--- config.mk ---
export PLATFORM = sky130hd
export DESIGN_NAME = fetch_stage_flat
export DESIGN_NICKNAME = d
export VERILOG_FILES = /design/src/rtl/rv_pkg.sv /design/src/rtl/fetch_stage_if.sv /design/src/rtl/fetch_stage.sv /design/src/flat_wrapper.sv
export SDC_FILE = /design/constraint.sdc
export NUM_CORES = 1
export LEC_CHECK = 0
export ABC_AREA = 1
export ABC_CLOCK_PERIOD_IN_PS = 2400
export CORE_ASPECT_RATIO = 2
export CORE_MARGIN = 2
export CORE_UTILIZATION = 30
export CTS_BUF_LIST = sky130_fd_sc_hd__clkbuf_4 sky130_fd_sc_hd__clkbuf_8
export CTS_CLUSTER_DIAMETER = 40
export CTS_CLUSTER_SIZE = 28
export DETAILED_ROUTE_END_ITERATION = 10
export GPL_TIMING_DRIVEN = 0
export PLACE_DENSITY = 0.59
export SYNTH_ARGS = -nofsm -noshare
export SYNTH_HDL_FRONTEND = slang
export SYNTH_SLANG_ARGS = --single-unit
--- constraint.sdc ---
create_clock -name clk -period 2.4 [get_ports clk]
set_input_delay 0.48 -clock clk [delete_from_list [all_inputs] [get_ports clk]]
set_output_delay 0.48 -clock clk [all_outputs]
set_load 0.03 [all_outputs]
--- src/rtl/rv_pkg.sv ---
// Shared RV32I definitions: opcode constants used by fetch and the control
// decoder, the bubble instruction, fetch FSM encoding and the byte-swap helper.
package rv_pkg;

  localparam logic [6:0] RTYPE  = 7'b0110011;
  localparam logic [6:0] ITYPE  = 7'b0010011;
  localparam logic [6:0] LOAD   = 7'b0000011;
  localparam logic [6:0] SAVE   = 7'b0100011;
  localparam logic [6:0] BTYPE  = 7'b1100011;
  localparam logic [6:0] JTYPE  = 7'b1101111;
  localparam logic [6:0] JRTYPE = 7'b1100111;

  // addi x0,x0,0
  localparam logic [31:0] NOP      = 32'h0000_0013;
  localparam logic [31:0] RESET_PC = 32'h0000_0000;

  typedef enum logic [1:0] {
    S_IDLE  = 2'd0,
    S_FETCH = 2'd1,
    S_DROP  = 2'd2
  } fetch_state_t;

  // The I-cache returns words in little-endian byte order; the pipeline
  // wants the instruction with byte 0 in the top lane reversed back.
  function automatic logic [31:0] bswap32(input logic [31:0] w);
    return {w[7:0], w[15:8], w[23:16], w[31:24]};
  endfunction

endpackage

--- src/rtl/fetch_stage_if.sv ---
// Instruction-cache read port between the fetch stage and the I-cache.
interface fetch_stage_if;
  logic        ICACHE_ren;
  logic [29:0] ICACHE_addr;
  logic [31:0] ICACHE_rdata;
  logic        ICACHE_stall;

  modport master (
    output ICACHE_ren,
    output ICACHE_addr,
    input  ICACHE_rdata,
    input  ICACHE_stall
  );

  modport slave (
    input  ICACHE_ren,
    input  ICACHE_addr,
    output ICACHE_rdata,
    output ICACHE_stall
  );
endinterface

--- src/rtl/fetch_stage.sv ---
// Instruction-fetch stage: owns the PC, issues word reads to the I-cache and
// fills the IF/ID register. Handles ID redirects, ID hazard stalls and
// I-cache miss stalls.
//
// state   | meaning
// --------+------------------------------------------------------------------
// S_IDLE  | single cycle after reset, no cache request
// S_FETCH | requesting pc[31:2] every cycle
// S_DROP  | redirect seen during a miss; wait out the stale access, discard it
module fetch_stage
  import rv_pkg::*;
(
  input  logic                 clk,
  input  logic                 rst,
  fetch_stage_if.master        icache,
  input  logic                 stall_id,
  input  logic                 redirect_valid,
  input  logic [31:0]          redirect_pc,
  output logic                 ifid_valid,
  output logic [31:0]          ifid_pc,
  output logic [31:0]          ifid_pc4,
  output logic [31:0]          ifid_inst,
  output logic [6:0]           ifid_opcode
);

  fetch_state_t state_q, state_d;
  logic [31:0]  pc_q, pc_d;
  logic [31:0]  pend_pc_q, pend_pc_d;
  logic         ifid_valid_q, ifid_valid_d;
  logic [31:0]  ifid_pc_q, ifid_pc_d;
  logic [31:0]  ifid_pc4_q, ifid_pc4_d;
  logic [31:0]  ifid_inst_q, ifid_inst_d;

  logic [31:0]  pc_plus4;
  logic [31:0]  redirect_tgt;

  assign pc_plus4     = pc_q + 32'd4;
  assign redirect_tgt = {redirect_pc[31:2], 2'b00};

  // Cache request is a pure function of state and pc; pc never moves while
  // the cache stalls, so the address stays stable across a miss.
  always_comb begin
    icache.ICACHE_ren  = (state_q != S_IDLE);
    icache.ICACHE_addr = pc_q[31:2];
  end

  // Next-state, PC and IF/ID update.
  always_comb begin
    state_d      = state_q;
    pc_d         = pc_q;
    pend_pc_d    = pend_pc_q;
    ifid_valid_d = ifid_valid_q;
    ifid_pc_d    = ifid_pc_q;
    ifid_pc4_d   = ifid_pc4_q;
    ifid_inst_d  = ifid_inst_q;

    case (state_q)
      S_IDLE: begin
        state_d = S_FETCH;
      end

      S_FETCH: begin
        if (redirect_valid) begin
          ifid_valid_d = 1'b0;
          ifid_inst_d  = NOP;
          if (icache.ICACHE_stall) begin
            // Access still outstanding: remember the target, keep the
            // address stable until the cache finishes.
            pend_pc_d = redirect_tgt;
            state_d   = S_DROP;
          end else begin
            pc_d = redirect_tgt;
          end
        end else if (stall_id) begin
          // Hold everything; this cycle's word is simply re-read later.
        end else if (icache.ICACHE_stall) begin
          ifid_valid_d = 1'b0;
          ifid_inst_d  = NOP;
        end else begin
          ifid_valid_d = 1'b1;
          ifid_pc_d    = pc_q;
          ifid_pc4_d   = pc_plus4;
          ifid_inst_d  = bswap32(icache.ICACHE_rdata);
          pc_d         = pc_plus4;
        end
      end

      S_DROP: begin
        if (icache.ICACHE_stall) begin
          if (redirect_valid) begin
            pend_pc_d = redirect_tgt;
          end
        end else begin
          // Stale word is discarded. A redirect arriving in this same cycle
          // is newer than the pending one, so it takes precedence.
          pc_d    = redirect_valid ? redirect_tgt : pend_pc_q;
          state_d = S_FETCH;
        end
      end

      default: begin
        state_d = S_IDLE;
      end
    endcase
  end

  // State registers with synchronous reset.
  always_ff @(posedge clk) begin
    if (rst) begin
      state_q      <= S_IDLE;
      pc_q         <= RESET_PC;
      pend_pc_q    <= 32'd0;
      ifid_valid_q <= 1'b0;
      ifid_pc_q    <= 32'd0;
      ifid_pc4_q   <= 32'd0;
      ifid_inst_q  <= NOP;
    end else begin
      state_q      <= state_d;
      pc_q         <= pc_d;
      pend_pc_q    <= pend_pc_d;
      ifid_valid_q <= ifid_valid_d;
      ifid_pc_q    <= ifid_pc_d;
      ifid_pc4_q   <= ifid_pc4_d;
      ifid_inst_q  <= ifid_inst_d;
    end
  end

  // IF/ID outputs; the opcode field feeds the decoder directly.
  always_comb begin
    ifid_valid  = ifid_valid_q;
    ifid_pc     = ifid_pc_q;
    ifid_pc4    = ifid_pc4_q;
    ifid_inst   = ifid_inst_q;
    ifid_opcode = ifid_inst_q[6:0];
  end

endmodule

--- src/flat_wrapper.sv ---
// flat-port wrapper written by rule: the top's interface ports become plain ports
module fetch_stage_flat import rv_pkg::*;
  (clk, rst, stall_id, redirect_valid, redirect_pc, ifid_valid, ifid_pc, ifid_pc4, ifid_inst, ifid_opcode, icache_ICACHE_ren, icache_ICACHE_addr, icache_ICACHE_rdata, icache_ICACHE_stall);
  fetch_stage_if icache_i ();
  input  logic clk;
  input  logic rst;
  input  logic stall_id;
  input  logic redirect_valid;
  input  logic [31:0] redirect_pc;
  output logic ifid_valid;
  output logic [31:0] ifid_pc;
  output logic [31:0] ifid_pc4;
  output logic [31:0] ifid_inst;
  output logic [6:0] ifid_opcode;
  output wire logic [$bits(icache_i.ICACHE_ren)-1:0] icache_ICACHE_ren;
  output wire logic [$bits(icache_i.ICACHE_addr)-1:0] icache_ICACHE_addr;
  input wire logic [$bits(icache_i.ICACHE_rdata)-1:0] icache_ICACHE_rdata;
  input wire logic [$bits(icache_i.ICACHE_stall)-1:0] icache_ICACHE_stall;
  assign icache_ICACHE_ren = icache_i.ICACHE_ren;
  assign icache_ICACHE_addr = icache_i.ICACHE_addr;
  assign icache_i.ICACHE_rdata = icache_ICACHE_rdata;
  assign icache_i.ICACHE_stall = icache_ICACHE_stall;
  fetch_stage u_core (.clk(clk), .rst(rst), .icache(icache_i), .stall_id(stall_id), .redirect_valid(redirect_valid), .redirect_pc(redirect_pc), .ifid_valid(ifid_valid), .ifid_pc(ifid_pc), .ifid_pc4(ifid_pc4), .ifid_inst(ifid_inst), .ifid_opcode(ifid_opcode));
endmodule
# --- Yosys cells after proc, flatten, opt, wreduce, memory -nomap -nowiden ---
# Index checks and enable logic that the tools add are counted.
op_classes:
  add_sub_neg: 1
  n_eq_ne: 9
  muxes: 21
  n_bitwise: 3
  reduce_logical: 8
ops:
  columns: ["operator", "count"]
  rows:
  - ["two-way mux 32 bit", 12]
  - ["case mux 32 bit (2 select lines)", 2]
  - ["adder 32 x 3 -> 32 bit (second input constant)", 1]
  - ["AND reduction 4 bit", 3]
  - ["inequality test 2 bit (second input constant)", 5]
  - ["two-way mux 2 bit", 3]
  - ["case mux 2 bit (3 select lines)", 1]
  - ["nonzero test 2 bit", 2]
  - ["two-way mux 1 bit", 3]
  - ["inequality test 3 bit (second input constant)", 1]
  - ["inverter 1 bit", 3]
  - ["AND reduction 3 bit", 1]
  - ["== test 2 x 1 -> 1 bit (second input constant)", 1]
  - ["== test 2 bit (second input constant)", 1]
  - ["logical NOT 2 bit", 1]
  - ["inequality test 2 x 1 -> 1 bit (second input constant)", 1]
  - ["AND reduction 2 bit", 1]
totals:
  regBits: 163
  input_bits: 69
  output_inout_bits: 135
  elab_cells: 49

# --- Logic depth before layout (Yosys ltp) ---
logic_depth:
  ltp_word: 5
  ltp_mapped: 12
  ltp_nobuf: 11

# --- Least setup slack after synthesis ---
# No wires, ideal clock.
synth_timing:
  path_type: "reg-to-reg"
  startpoint: "reg u_core.pc_q[3]"
  endpoint: "reg u_core.ifid_pc4_q[26], in the netlist u_core.ifid_pc4[26]"
  setup_time_ns: 0.115
  t_arrival_ns: 1.660
  t_required_ns: 2.285
  slack_ns: 0.624
  stages_incl_launch_ff: 11
  n_path_buf: 0
  synth_period_minus_slack_ns: 1.776
  cell_sequence: "dfxtp_1 > ha_1 > nand2_1 > nor2_2 > nand2_2 > nor2_2 > nand2_1 > nand2_1 > nand2_1 > o21ai_0 > inv_1"
synth_between:
  elab_chain_len: 1
synth_lines:
  columns: ["element", "line", "source"]
  rows:
  - ["start, declared", "fetch_stage.sv:27", "logic [31:0] pc_q, pc_d;"]
  - ["start signal, assigned", "fetch_stage.sv:119", "pc_q <= pc_d;"]
  - ["adder 32 x 3 -> 32 bit", "fetch_stage.sv:37", "assign pc_plus4 = pc_q + 32'd4;"]
  - ["end signal, assigned", "fetch_stage.sv:123", "ifid_pc4_q <= ifid_pc4_d;"]
  - ["end, declared", "fetch_stage.sv:31", "logic [31:0] ifid_pc4_q, ifid_pc4_d;"]
# No other way between the ends.
# A chain may end at the register's enable or synchronous reset.

# --- Worst setup path after layout ---
layout_timing:
  startpoint: "reg u_core.state_q[0]"
  endpoint: "out icache_ICACHE_ren"
layout_between:
  elab_chain_len: 1
layout_lines:
  columns: ["element", "line", "source"]
  rows:
  - ["start, declared", "fetch_stage.sv:26", "fetch_state_t state_q, state_d;"]
  - ["start signal, assigned", "fetch_stage.sv:118", "state_q <= state_d;"]
  - ["nonzero test 2 bit", "fetch_stage.sv:43", "icache.ICACHE_ren = (state_q != S_IDLE);"]
  - ["end, declared", "flat_wrapper.sv:15", "output wire logic [$bits(icache_i.ICACHE_ren)-1:0] icache_ICACHE_ren;"]
# No other way between the ends.

==> impl_summary.txt <==
----------------------------------------------------
[Status]
  Result of the run ... complete, no violations

[Placed design]
  Count of input and output buffers ... 200
  DPL Wire Length ... a little over 20 mm
  Post-Place Cells ... approximately 1,500
  Routability congestion estimate from global placement ... 0.866

[Setup path]
  Arrival time of data at the critical path endpoint ... 1.83 ns
  Capturing element type of the critical path ... output port
  R2R setup slack ... 0.14 ns
  Worst Setup EP ... icache_ICACHE_ren
  Reg2reg end ... u_core.pc_q[14]$_SDFFE_PP0P_
  Beginning of the worst register-to-register path ... u_core.state_q[0]$_SDFFE_PP0P_
  FF-to-FF path depth ... 8
  Path type of the worst setup path ... register to output port
  Element type at the critical path start ... register
  CP required ... 1.92 ns
  Critical path peak fanout ... 3
  Timing startpoint of the critical path ... u_core.state_q[0]$_SDFFE_PP0P_

[Timing]
  Max-slew violations ... 0
  Largest clock skew in the final design ... 0.0218 ns
  Final Hold Fails ... 0
  Final setup viols ... 0
  Relative slew slack ... 58.4%
  FMAX ... 434 MHz
  Slew of the pin with the lowest slew margin ... 0.624 ns
  Final min period ... 2.31 ns
  Fraction of the cycle the final worst path needs ... 96.1%
  Unrepaired setup endpoints after global routing ... no

[Power]
  Total power consumption of the routed design ... 9.77 mW
  Worst supply voltage drop on vdd ... about 0.00045 V
  Static Leakage ... 4.15 nW
  Power density over the cells ... 980 mW/mm^2

[Drt]
  Vias ... 7,596
  Remaining DRCs ... 0
  Pre-antenna DRT Iters ... 5
  First-iteration detailed-routing DRC count ... 565
  Antenna-violating nets left ... 0
  Per-cell routed wire length ... 16.9 um
  Mean number of vias per cell ... 4.87
  Final wirelength ... 26.4 mm

[Yosys]
  Asr flop ratio synth ... 0%
  Net count after synthesis ... 1,114
  Synth unique cells ... 31
  Main area contributors after synthesis ... sky130_fd_sc_hd__dfxtp_1 (45%), sky130_fd_sc_hd__nand2_1 (14%), sky130_fd_sc_hd__nor2_1 (9.6%), sky130_fd_sc_hd__o21ai_0 (7.6%), sky130_fd_sc_hd__a21oi_1 (4.3%)
  Register bit total from synthesis ... approximately 160
  Fraction of the yosys area taken by sequential cells ... 45.0%
  Synthesized area per cell ... 6.88 um^2
  Main synth FF type ... sky130_fd_sc_hd__dfxtp_1
  Cell type contributing the most total cell area after synthesis ... sky130_fd_sc_hd__dfxtp_1
  Top cells by instance count after synthesis ... sky130_fd_sc_hd__nand2_1 (270), sky130_fd_sc_hd__nor2_1 (183), sky130_fd_sc_hd__dfxtp_1 (161), sky130_fd_sc_hd__o21ai_0 (109), sky130_fd_sc_hd__inv_1 (72)
  Synthesized netlist cell count ... 1,041
  Share of Yosys cell area claimed by the top area cell type ... between 40% and 50%
  Number of enable flip-flop cells after synthesis ... 0
  Most frequent cell after synthesis ... sky130_fd_sc_hd__nand2_1
  Cell area after technology mapping ... 0.00716 mm^2
  Yosys warnings ... 0

[Floorplanning]
  Vertical die dimension ... 223 um
  Number of top-level pins ... 204
  Starting density of the core ... 30.3%
  Site row count ... 80
  Die X ... 113 um
  Core Footprint ... ~0.024 mm^2
  Total die area ... about 0.025 mm^2

[Clock network]
  Clk_lat worst skew ... 0.47 ns
  CTS max path bufs ... 2
  Count of clock tree sinks ... 161
  Clock tree from TritonCTS ... built
  Clock root buffer ... sky130_fd_sc_hd__clkbuf_8
  Post-CTS Setup Bufs ... 0
  Number of H-tree levels ... 4
  Register clock-pin slew on the reported worst setup and hold paths ... 0.10 ns
  Total CTS buffers ... 17

[Layout]
  Post-Layout Cell Count ... 1,560
  Final core utilization ... 42.2%
  NumNets Final ... 1,333
  Area grow syn2layout ... 39.0%
  Fraction of final layout cells with drive strength greater than 1 ... 6.44%
  Total inserted antenna cells ... 0

[Global routing]
  Vias in the first global route ... 7,450
  Total Routing Usage GR ... 21.1%
  Antenna violations before repair ... 0
  First-pass GRT wire length ... 41.2 mm
  Overflow left after global routing ... 0
  Largest net degree at the start of global routing ... 17

[Hold path]
  Worst min-delay path category ... register to register

[Job]
  Number of violations of the max-capacitance limit ... 0

----------------------------------------------------
-- final cells by class --
class	count	area [um^2]
repair buffers	200	2000
clock inverters	15	193
flip-flops and latches	161	3220
plain buffers	66	330
fillers	2474	13700
inverters	73	274
multi-input cells	741	3340
well taps	287	359
clock buffers	17	234
-- repair_timing --
| item | in CTS | in global routing |
|---|---|---|
| hold buffers | 0 | 0 |
| setup endpoints to repair | 0 | 14 |
| hold endpoints to repair | 0 | 0 |
| gates resized for setup | 0 | 6 |
-- power by group --
part | switching [mW] | total, mW | leakage, nW | internal, mW
Sequential | 0.567 | 3.72 | 1.31 | 3.15
Combinational | 2.48 | 3.83 | 2.62 | 1.35
Clock | 1.15 | 2.21 | 0.215 | 1.06
Total | 4.20 | 9.77 | 4.15 | 5.57
-- metal layers --
metal	part of all wire, %	global-route usage (%)	vias to the layer above
li1	-	-	3768
met1	43	26.6	3527
met2	48	35.3	265
met3	6.5	4.39	36
met4	2.8	7.79	0
met5	0	0	-
-- registers in the layout, summed over array words and instances, names as in the netlist --
name,flops
u_core.ifid_inst,32
u_core.pc_q,32
u_core.ifid_pc,30
u_core.ifid_pc4,32
u_core.pend_pc_q,32
u_core.state_q,2
u_core.ifid_valid,1
-- critical path: stages (launching register included) --
cell and delay [ns]:
sky130_fd_sc_hd__dfxtp_1 0.35, sky130_fd_sc_hd__inv_1 0.08, sky130_fd_sc_hd__ha_1 0.22, sky130_fd_sc_hd__inv_1 0.06
sky130_fd_sc_hd__clkdlybuf4s50_1 0.66
-- cells by family (layout without fill, tap and decap cells) --
family,Yosys count,after routing,share of synthesized area (%)
AOI/OAI and AO/OA,209,209,15.5
xor gates and xnor gates,15,15,1.83
adders and majority gates,4,4,0.699
buffers and inverters,139,371,8.33
DFF,161,161,45.0
and+or+nand+nor,513,513,28.6
-- cell usage in the layout, fill, tap and decap left out, types with 2 or more instances in the layout --
cell / netlist / final
sky130_fd_sc_hd__bufinv_16: 0 / 3
sky130_fd_sc_hd__buf_4: 13 / 13
sky130_fd_sc_hd__xor2_1: 10 / 10
sky130_fd_sc_hd__clkbuf_1: 30 / 28
sky130_fd_sc_hd__xnor2_1: 5 / 5
sky130_fd_sc_hd__nor2_2: 8 / 8
sky130_fd_sc_hd__nand3b_1: 7 / 7
sky130_fd_sc_hd__nor2_1: 183 / 183
sky130_fd_sc_hd__o21ai_0: 109 / 109
sky130_fd_sc_hd__nand2_2: 2 / 2
sky130_fd_sc_hd__buf_2: 21 / 19
sky130_fd_sc_hd__clkbuf_2: 0 / 2
sky130_fd_sc_hd__a31oi_1: 28 / 28
sky130_fd_sc_hd__buf_1: 2 / 2
sky130_fd_sc_hd__inv_1: 72 / 72
sky130_fd_sc_hd__clkdlybuf4s50_1: 0 / 200
sky130_fd_sc_hd__o22ai_1: 3 / 3
sky130_fd_sc_hd__clkbuf_8: 0 / 17
sky130_fd_sc_hd__clkbuf_4: 0 / 2
sky130_fd_sc_hd__dfxtp_1: 161 / 161
sky130_fd_sc_hd__nor3_1: 5 / 5
sky130_fd_sc_hd__nand3_1: 33 / 33
sky130_fd_sc_hd__ha_1: 4 / 4
sky130_fd_sc_hd__a21oi_1: 62 / 62
sky130_fd_sc_hd__nand2_1: 270 / 270
sky130_fd_sc_hd__inv_6: 0 / 8
sky130_fd_sc_hd__o31ai_1: 3 / 3
-- stage by stage --
| step | TNS, ns | hold slack, ns | setup WS [ns] | cell area, um^2 |
|---|---|---|---|---|
| floorplan | 0 | 0.430 | 0.625 | 7160 |
| global placement | -3.15 | 0.442 | -0.200 | 9530 |
| detailed placement | -4.16 | 0.454 | -0.283 | 9530 |
| CTS | 0 | 0.469 | 0.00131 | 9950 |
| global route | 0 | 0.487 | 0.000994 | 9960 |
| finish | 0 | 0.469 | 0.0934 | 9960 |
-- how the worst min path moves through the flow --
stage	startpoint	to	slack, ns	depth (start not counted)
after floorplan	u_core.pend_pc_q[2]$_SDFFE_PP0P_	u_core.pend_pc_q[2]$_SDFFE_PP0P_	0.43	2
after global placement	u_core.pend_pc_q[2]$_SDFFE_PP0P_	u_core.pend_pc_q[2]$_SDFFE_PP0P_	0.44	2
after detailed placement	u_core.pend_pc_q[0]$_SDFFE_PP0P_	u_core.pend_pc_q[0]$_SDFFE_PP0P_	0.45	2
after CTS	u_core.pend_pc_q[2]$_SDFFE_PP0P_	u_core.pend_pc_q[2]$_SDFFE_PP0P_	0.47	2
after global routing	u_core.ifid_inst[22]$_SDFFE_PP0P_	u_core.ifid_inst[22]$_SDFFE_PP0P_	0.49	2
final	u_core.ifid_inst[21]$_SDFFE_PP0P_	u_core.ifid_inst[21]$_SDFFE_PP0P_	0.47	2
Note: power is estimated with default switching activity, not from simulation.
